## src/rtl/bgd_prod_accumulate.sv

```systemverilog
// Dot-product back end for the BGD multiplier lanes: it tracks lane validity, reduces each beat
// with an adder tree, and accumulates the beats of a vector into a saturated result behind a valid/ready handshake.

module bgd_prod_lane #(
  parameter int DIN_WIDTH = 13,
  parameter int TW        = 16
) (
  input  logic [DIN_WIDTH-1:0] p,
  output logic [TW-1:0]        x
);
  assign x = {{(TW-DIN_WIDTH){p[DIN_WIDTH-1]}}, p};
endmodule

module bgd_prod_accumulate #(
  parameter int LANES       = 8,
  parameter int DIN_WIDTH   = 13,
  parameter int ACC_WIDTH   = 24,
  parameter int MUL_LATENCY = 3,
  parameter int LEN_WIDTH   = 8
) (
  input  logic                       clk,
  input  logic                       reset,
  input  logic                       din_valid,
  input  logic [LANES*DIN_WIDTH-1:0] prod,
  input  logic [LEN_WIDTH-1:0]       vec_len,
  output logic                       mul_ce,
  output logic [ACC_WIDTH-1:0]       sum_data,
  output logic                       sum_ovf,
  output logic                       sum_valid,
  input  logic                       sum_ready
);
  // Tree width grows by log2(LANES), so the per-beat reduction can never overflow.
  localparam int TW = DIN_WIDTH + $clog2(LANES);

  logic [MUL_LATENCY-1:0]     vld_pipe;
  logic                       pv, tv, ovf, sat, last;
  logic [LANES-1:0][TW-1:0]   lane_x;
  logic signed [TW-1:0]       tree_sum, tsum;
  logic signed [ACC_WIDTH-1:0] acc, sat_val;
  logic signed [ACC_WIDTH:0]  nxt;
  logic [LEN_WIDTH-1:0]       cnt, len_q, len_new, len_cur;

  assign mul_ce = !(sum_valid && !sum_ready);
  assign pv     = vld_pipe[MUL_LATENCY-1];

  for (genvar g = 0; g < LANES; g++) begin : g_lane
    bgd_prod_lane #(.DIN_WIDTH(DIN_WIDTH), .TW(TW)) u_lane (
      .p (prod[g*DIN_WIDTH +: DIN_WIDTH]),
      .x (lane_x[g])
    );
  end

  always_comb begin
    tree_sum = '0;
    for (int i = 0; i < LANES; i++) tree_sum = tree_sum + $signed(lane_x[i]);
  end

  always_comb begin
    nxt     = {acc[ACC_WIDTH-1], acc} + {{(ACC_WIDTH+1-TW){tsum[TW-1]}}, tsum};
    sat     = nxt[ACC_WIDTH] != nxt[ACC_WIDTH-1];
    sat_val = nxt[ACC_WIDTH-1:0];
    if (sat) sat_val = nxt[ACC_WIDTH] ? {1'b1, {(ACC_WIDTH-1){1'b0}}}
                                      : {1'b0, {(ACC_WIDTH-1){1'b1}}};
  end

  // On the first beat the length comes straight from vec_len; afterwards from the latched copy.
  always_comb begin
    len_new = (vec_len == '0) ? LEN_WIDTH'(1) : vec_len;
    len_cur = (cnt == '0) ? len_new : len_q;
    last    = (cnt == len_cur - LEN_WIDTH'(1));
  end

  always_ff @(posedge clk or posedge reset) begin
    if (reset) begin
      vld_pipe  <= '0;
      tv        <= 1'b0;
      tsum      <= '0;
      acc       <= '0;
      cnt       <= '0;
      ovf       <= 1'b0;
      len_q     <= '0;
      sum_data  <= '0;
      sum_ovf   <= 1'b0;
      sum_valid <= 1'b0;
    end else if (mul_ce) begin
      vld_pipe[0] <= din_valid;
      for (int i = 1; i < MUL_LATENCY; i++) vld_pipe[i] <= vld_pipe[i-1];
      tv <= pv;
      if (pv) tsum <= tree_sum;
      if (tv) begin
        if (cnt == '0) len_q <= len_new;
        if (last) begin
          sum_data  <= sat_val;
          sum_ovf   <= ovf | sat;
          sum_valid <= 1'b1;
          acc       <= '0;
          cnt       <= '0;
          ovf       <= 1'b0;
        end else begin
          acc <= sat_val;
          cnt <= cnt + LEN_WIDTH'(1);
          ovf <= ovf | sat;
        end
      end
      // With mul_ce high a pending result is being taken, so drop valid unless a new one lands.
      if (!(tv && last) && sum_valid && sum_ready) sum_valid <= 1'b0;
    end
  end
endmodule

```

## config.mk

```make
export PLATFORM = sky130hd
export DESIGN_NAME = bgd_prod_accumulate
export DESIGN_NICKNAME = d
export VERILOG_FILES = /design/src/rtl/bgd_prod_accumulate.sv
export SDC_FILE = /design/constraint.sdc
export NUM_CORES = 1
export LEC_CHECK = 0
export CAP_MARGIN = 25
export CORE_AREA = 8 8 138 140
export DETAILED_ROUTE_END_ITERATION = 16
export DIE_AREA = 0 0 146 148
export PLACE_DENSITY_LB_ADDON = 0.08
export SYNTH_ARGS = -nofsm -noshare
export SYNTH_HDL_FRONTEND = slang
export SYNTH_SLANG_ARGS = --single-unit
```

## constraint.sdc

```tcl
create_clock -name clk -period 4.15 [get_ports clk]
set_input_delay 0.6225 -clock clk [delete_from_list [all_inputs] [get_ports clk]]
set_output_delay 0.6225 -clock clk [all_outputs]
set_load 0.005 [all_outputs]
```

==> impl_metrics.env, run 1 <==
export IMPL_grt_pass1_vias=6701
export IMPL_synth_compound_area_share_pct=14.6
export IMPL_synth_area_leaders="dfrtp_1, fa_1, inv_1, ha_1, mux2_2"
export IMPL_syn2layout_area_growth_pct=33.6
export IMPL_critical_path_cell_chain="clkdlybuf4s15_1 > fa_2 > inv_2 > fa_2 > fa_2 > inv_2 > fa_2 > ha_4 > fa_2 > a21o_1 > a21o_1 > nand2_2 > a21oi_4 > a211o_1 > nand2_1 > xor2_1 > o21ai_1"
export IMPL_grt_pass1_wl_um=30900
export IMPL_crit_slowest_cell="fa_2"
export IMPL_outcome="finished with violations"
export IMPL_cp_data_arrival_time_ns=4.44
export IMPL_timing_fmax_ghz=0.235
export IMPL_required_ns=4.34
export IMPL_initial_core_util_pct=47.6
export IMPL_synth_async_sr_flop_share_pct=100
export IMPL_via_per_inst=5.05
export IMPL_yosysTopAreaCellShare_pct=27.0
export IMPL_hold_class="flop to flop"
export IMPL_cp_slowest_stage_delay_ns=0.58
export IMPL_post_route_util_pct=63.6
export IMPL_design_core_area_mm2=0.0169
export IMPL_clock_sinks=87
export IMPL_cpMostUsedCell="fa_2"
export IMPL_hold_violations=0
export IMPL_clk_path_buf_depth=2
export IMPL_slew_violations=0
export IMPL_finalCritPeriodShare_pct=102
export IMPL_path_class="primary input to flop"
export IMPL_path_clk_slew_ns=0.06
export IMPL_cts_tree="yes"
export IMPL_final_cell_mix="inv_1, dfrtp_1, clkdlybuf4s50_1"
export IMPL_place_ws_ns=-0.877
export IMPL_io_pins=143
export IMPL_skew_ns=0.00625
export IMPL_setup_viol=7
export IMPL_rows=48
export IMPL_ys_seq_area_share_pct=27.0
export IMPL_synth_enable_flop_cells=0
export IMPL_netlist_area_mm2=0.00806
export IMPL_clk_latency_ns=0.34
export IMPL_crit_family="adder cells"
export IMPL_yosysWarnings=0
export IMPL_synthXorXnorAreaFrac_pct=4.78
export IMPL_period_minus_slack_ns=4.25
export IMPL_path_buf_inv=3
export IMPL_violations="negative setup slack"
export IMPL_startpoint="prod[40]"
export IMPL_final_area_mm2=0.0108
export IMPL_track_usage_pct=17.0
export IMPL_die_h_um=148
export IMPL_tightest_slew_ns=0.939
export IMPL_final_nets=1287
export IMPL_relSlewSlack_pct=37.3
export IMPL_place_area_mm2=0.0101
export IMPL_grt_overflow=0
export IMPL_synth_simple_area_share_pct=9.73
export IMPL_netlist_instances=844
export IMPL_rsz0062_at_grt="true"
export IMPL_syn_nets=1087
export IMPL_cts_buffers=9
export IMPL_synthMuxAreaShare_pct=5.70
export IMPL_drt_pre_antenna_iters=4
export IMPL_port_buffers=142
export IMPL_globalplace_congestion=0.855
export IMPL_path_max_fanout=3
export IMPL_drt_total_wl_um=18100
export IMPL_vias=6433
export IMPL_fp_dieW_um=146
export IMPL_yosysUniqueCellTypes=63
export IMPL_postRouteAntennaNets=0
export IMPL_remaining_drc_errors=0
export IMPL_final_common_cell="inv_1"
export IMPL_yosysTopAreaCell="dfrtp_1"
export IMPL_ys_flop_type="dfrtp_1"
export IMPL_cp_start_kind="primary input"
export IMPL_r2r_start="tsum[2]$_DFFE_PP0P_"
export IMPL_die_area_mm2=0.0216
export IMPL_antenna_found_initial=0
export IMPL_hpwl_um=14100
export IMPL_worstSetupEndpointType="flop"
export IMPL_drtIter0Drc=197
export IMPL_holdBufCountCts=0
export IMPL_grt_max_degree=37
export IMPL_synth_top_family_by_area="adder cells"
export IMPL_h_tree_depth=3
export IMPL_worst_slack_ns=-0.0987
export IMPL_finalSetupTns_ns=-0.317
export IMPL_synthAdderAreaFrac_pct=27.4
export IMPL_wl_per_cell_um=14.2
export IMPL_final_layout_size_suffix_gt1_share_pct=27.6
export IMPL_antenna_cells=0
export IMPL_maxCapViolCount=0
export IMPL_cts_root_buf="clkbuf_16"
export IMPL_ys_ff_latch=87
export IMPL_hp_start="acc[22]$_DFFE_PP0P_"
export IMPL_avgSynthCellArea_um2=9.55
final cells by class:
cell class                      count  area [µm²]
Inverter                          195         733
Sequential cell                    87        2180
Timing Repair Buffer              214        1890
Clock inverter                      3        17.5
Clock buffer                       13         260
Tap cell                          225         282
Fill cell                        1470        6170
Multi-Input combinational cell    537        5410
routing by layer:
| metal | GRT usage (%) | routed length, µm |
|---|---|---|
| met1 | 21.3 | 7990 |
| met2 | 30.4 | 9450 |
| met3 | 3.12 | 535 |
| met4 | 3.25 | 114 |
| met5 | 0 | 0 |
worst reg2reg max path, delay by kind of cell, from the launching register on:
family	cells	cell delay [ns]
buf+inv	1	0.16
compound gates	10	1.91
xor+xnor	1	0.17
flops	1	0.41
fa+ha+maj	2	0.58
simple gates	2	0.65
per-stage QoR:
| stage | hold WS, ns | cells |
|---|---|---|
| 6_report | 0.492 | 1274 |
| 5_1_grt | 0.518 | 1274 |
| 4_1_cts | 0.494 | 1261 |
| 3_5_place_dp | 0.479 | 1240 |
| 3_3_place_gp | 0.471 | 1240 |
| 2_1_floorplan | 0.451 | 844 |
synthesized netlist by cell type (all sizes together) (2+ instances only):
cell,number
dfrtp,87
mux2,33
fa,82
clkbuf,16
nand2,44
a22o,20
nor2,40
o21ai,46
a211o,3
xnor2,21
inv,195
a311oi,3
a31oi,10
and2,8
nand3,11
a21oi,33
o31a,2
a41oi,2
and3,5
mux2i,5
nand4,5
a311o,2
o31ai,7
a21o,14
nor2b,4
a211oi,7
ha,45
nor3,10
nor4,6
or4b,2
buf,9
o211ai,5
or3,5
o21a,7
a31o,2
nand2b,8
o211a,2
o21bai,2
xor2,23
worst paths after layout:
kind	end	slack (ns)	cells past startpoint
max	tsum[14]$_DFFE_PP0P_	-0.1	17
min	acc[22]$_DFFE_PP0P_	0.49	2
max reg2reg	acc[21]$_DFFE_PP0P_	0.18	16
min reg2reg	acc[22]$_DFFE_PP0P_	0.49	2
max in group asynchronous	sum_data[19]$_DFFE_PP0P_	2.84	3
min in group asynchronous	cnt[5]$_DFFE_PP0P_	0.55	2
state kept, by name, indices dropped and copies added, names as in the netlist, 3 cells and up:
register,count
sum_data,24
acc,24
cnt,8
len_q,8
tsum,16
vld_pipe,3
kinds of logic after synthesis:
group	Yosys count
multiplexers	38
AO/OA/AOI/OAI	176
adder cells (fa/ha/maj)	127
buffers and inverters	220
XOR/XNOR	44
AND/OR/NAND/NOR	152
flip-flops	87
what timing repair did:
action                     CTS  global route
pin swaps                   86            97
setup endpoints to repair   12            14
buffers inserted             6            13
gates resized for setup    169           107
Power of run 1 is not shown: default switching activity piles up to over one toggle a cycle in this logic, so the estimate is an artifact.
==> run 2, diff against run 1 <==
- ABC_CLOCK_PERIOD_IN_PS: unset -> 4150
==> results of run 2 <==
Same layout as run 1: the final DEF is identical, and so are final timing and power.
Power of run 2 is left out for the same reason.
==> run 3, diff against run 2 <==
- ABC_CLOCK_PERIOD_IN_PS: 4150 -> 4380
- CORE_AREA: 8 8 138 140 -> 8 8 131 133
- DIE_AREA: 0 0 146 148 -> 0 0 139 141
- clock period: 4.15 -> 4.38 ns (I/O delays scaled with it)
==> run 3 against run 2 <==
Net effect: the run now ends clean; clock skew decreased by 0.0026 ns; register-to-register slack improved by 0.03 ns; hold slack got worse by 0.0063 ns; non-clock buffer count decreased by 19; via count decreased by 1.4%; setup slack improved by 0.22 ns; design area decreased by 2.2%; utilization increased by 6.7 points; critical path depth unchanged; die area decreased by 9.3%; critical endpoint unchanged; largest cell class unchanged.
==> impl_metrics.env, run 3 (synthesis results as in run 1) <==
export IMPL_outcome="finished, final reports clean"
export IMPL_period_minus_slack_ns=4.26
export IMPL_clk_path_buf_depth=2
export IMPL_die_area_mm2=0.0196
export IMPL_vias=6346
export IMPL_final_common_cell="inv_1"
export IMPL_relSlewSlack_pct=36.3
export IMPL_maxCapViolCount=0
export IMPL_final_cell_mix="inv_1, dfrtp_1, clkdlybuf4s50_1"
export IMPL_port_buffers=142
export IMPL_clk_latency_ns=0.34
export IMPL_drtIter0Drc=290
export IMPL_track_usage_pct=18.7
export IMPL_via_per_inst=5.21
export IMPL_required_ns=4.57
export IMPL_tightest_slew_ns=0.954
export IMPL_h_tree_depth=3
export IMPL_clock_sinks=87
export IMPL_postRouteAntennaNets=0
export IMPL_place_area_mm2=0.00996
export IMPL_antenna_found_initial=0
export IMPL_drt_pre_antenna_iters=5
export IMPL_path_clk_slew_ns=0.06
export IMPL_final_layout_size_suffix_gt1_share_pct=23.1
export IMPL_initial_core_util_pct=53.8
export IMPL_die_h_um=141
export IMPL_setup_viol=0
export IMPL_finalCritPeriodShare_pct=97.2
export IMPL_reg_top3="acc (24), sum_data (24), tsum (16)"
export IMPL_fp_dieW_um=139
export IMPL_final_nets=1268
export IMPL_grt_overflow=0
export IMPL_syn2layout_area_growth_pct=30.7
export IMPL_cts_tree="yes"
export IMPL_remaining_drc_errors=0
export IMPL_rsz0062_at_grt="true"
export IMPL_cts_root_buf="clkbuf_16"
export IMPL_grt_pass1_vias=6668
export IMPL_path_max_fanout=3
export IMPL_final_area_mm2=0.0105
export IMPL_rows=45
export IMPL_cts_buffers=9
export IMPL_grt_pass1_wl_um=30600
export IMPL_worstSetupEndpointType="flop"
export IMPL_design_core_area_mm2=0.0150
export IMPL_wl_per_cell_um=14.5
export IMPL_skew_ns=0.00367
export IMPL_io_pins=143
export IMPL_hold_class="flop to flop"
export IMPL_slew_violations=0
export IMPL_cp_data_arrival_time_ns=4.45
export IMPL_drt_total_wl_um=17600
export IMPL_path_class="primary input to flop"
export IMPL_finalSetupTns_ns=0
export IMPL_globalplace_congestion=0.861
export IMPL_timing_fmax_ghz=0.235
export IMPL_grt_max_degree=51
export IMPL_hpwl_um=13900
export IMPL_hold_violations=0
export IMPL_cp_start_kind="primary input"
export IMPL_antenna_cells=0
==> run 3: worst paths after layout <==
check	startpoint	end	slack, ns	depth (start not counted)
max	prod[15]	tsum[14]$_DFFE_PP0P_	0.12	17
min	acc[12]$_DFFE_PP0P_	acc[12]$_DFFE_PP0P_	0.49	1
max reg2reg	acc[4]$_DFFE_PP0P_	acc[21]$_DFFE_PP0P_	0.21	16
min reg2reg	acc[12]$_DFFE_PP0P_	acc[12]$_DFFE_PP0P_	0.49	1
max in group asynchronous	reset	sum_data[17]$_DFFE_PP0P_	2.59	3
min in group asynchronous	reset	cnt[6]$_DFFE_PP0P_	0.73	2
==> run 3: layer usage <==
layer	part of all wire (%)	wire length (µm)	GRT usage [%]
met1	44	7670	22.9
met2	51	8990	33.6
met3	4.5	788	4.02
met4	0.90	159	3.58
met5	0	0	0
==> run 3: final cells by class <==
class,instances,area [µm²]
well taps,188,235
repair buffers,195,1790
clock inverters,6,43.8
inverters,195,733
fillers,1206,4450
clock buffers,10,229
multi-input cells,537,5320
flip-flops and latches,87,2180
==> run 3: critical path, stage by stage <==
cell and delay (ns):
buf_6 0.09, fa_1 0.54, inv_2 0.04, fa_1 0.54, fa_1 0.43, fa_1 0.51
inv_2 0.05, ha_4 0.15, fa_2 0.34, a21o_1 0.16, a21o_1 0.17, nand2_2 0.10
a21oi_4 0.07, a211o_1 0.28, nand2_2 0.08, xor2_1 0.16, o21ai_1 0.07
==> run 3: timing repair <==
action	in CTS	in global routing
hold buffers	0	0
pin swaps	80	72
gates resized for setup	145	78
cloned	0	0
setup buffers	2	8
endpoints found under the setup margin	8	12
==> run 3: per-stage QoR <==
step / setup WS [ns] / util [%] / cells / hold WS [ns]
final: 0.121 / 70.3 / 1218 / 0.486
after global placement: -0.667 / 66.5 / 1192 / 0.473
after floorplan: 0.00735 / - / 844 / 0.451
after detailed placement: -0.759 / 66.5 / 1192 / 0.477
after CTS: -0.0509 / 69.1 / 1210 / 0.492
after global routing: -0.0329 / 70.3 / 1218 / 0.508
Power of run 3 is left out for the same reason.
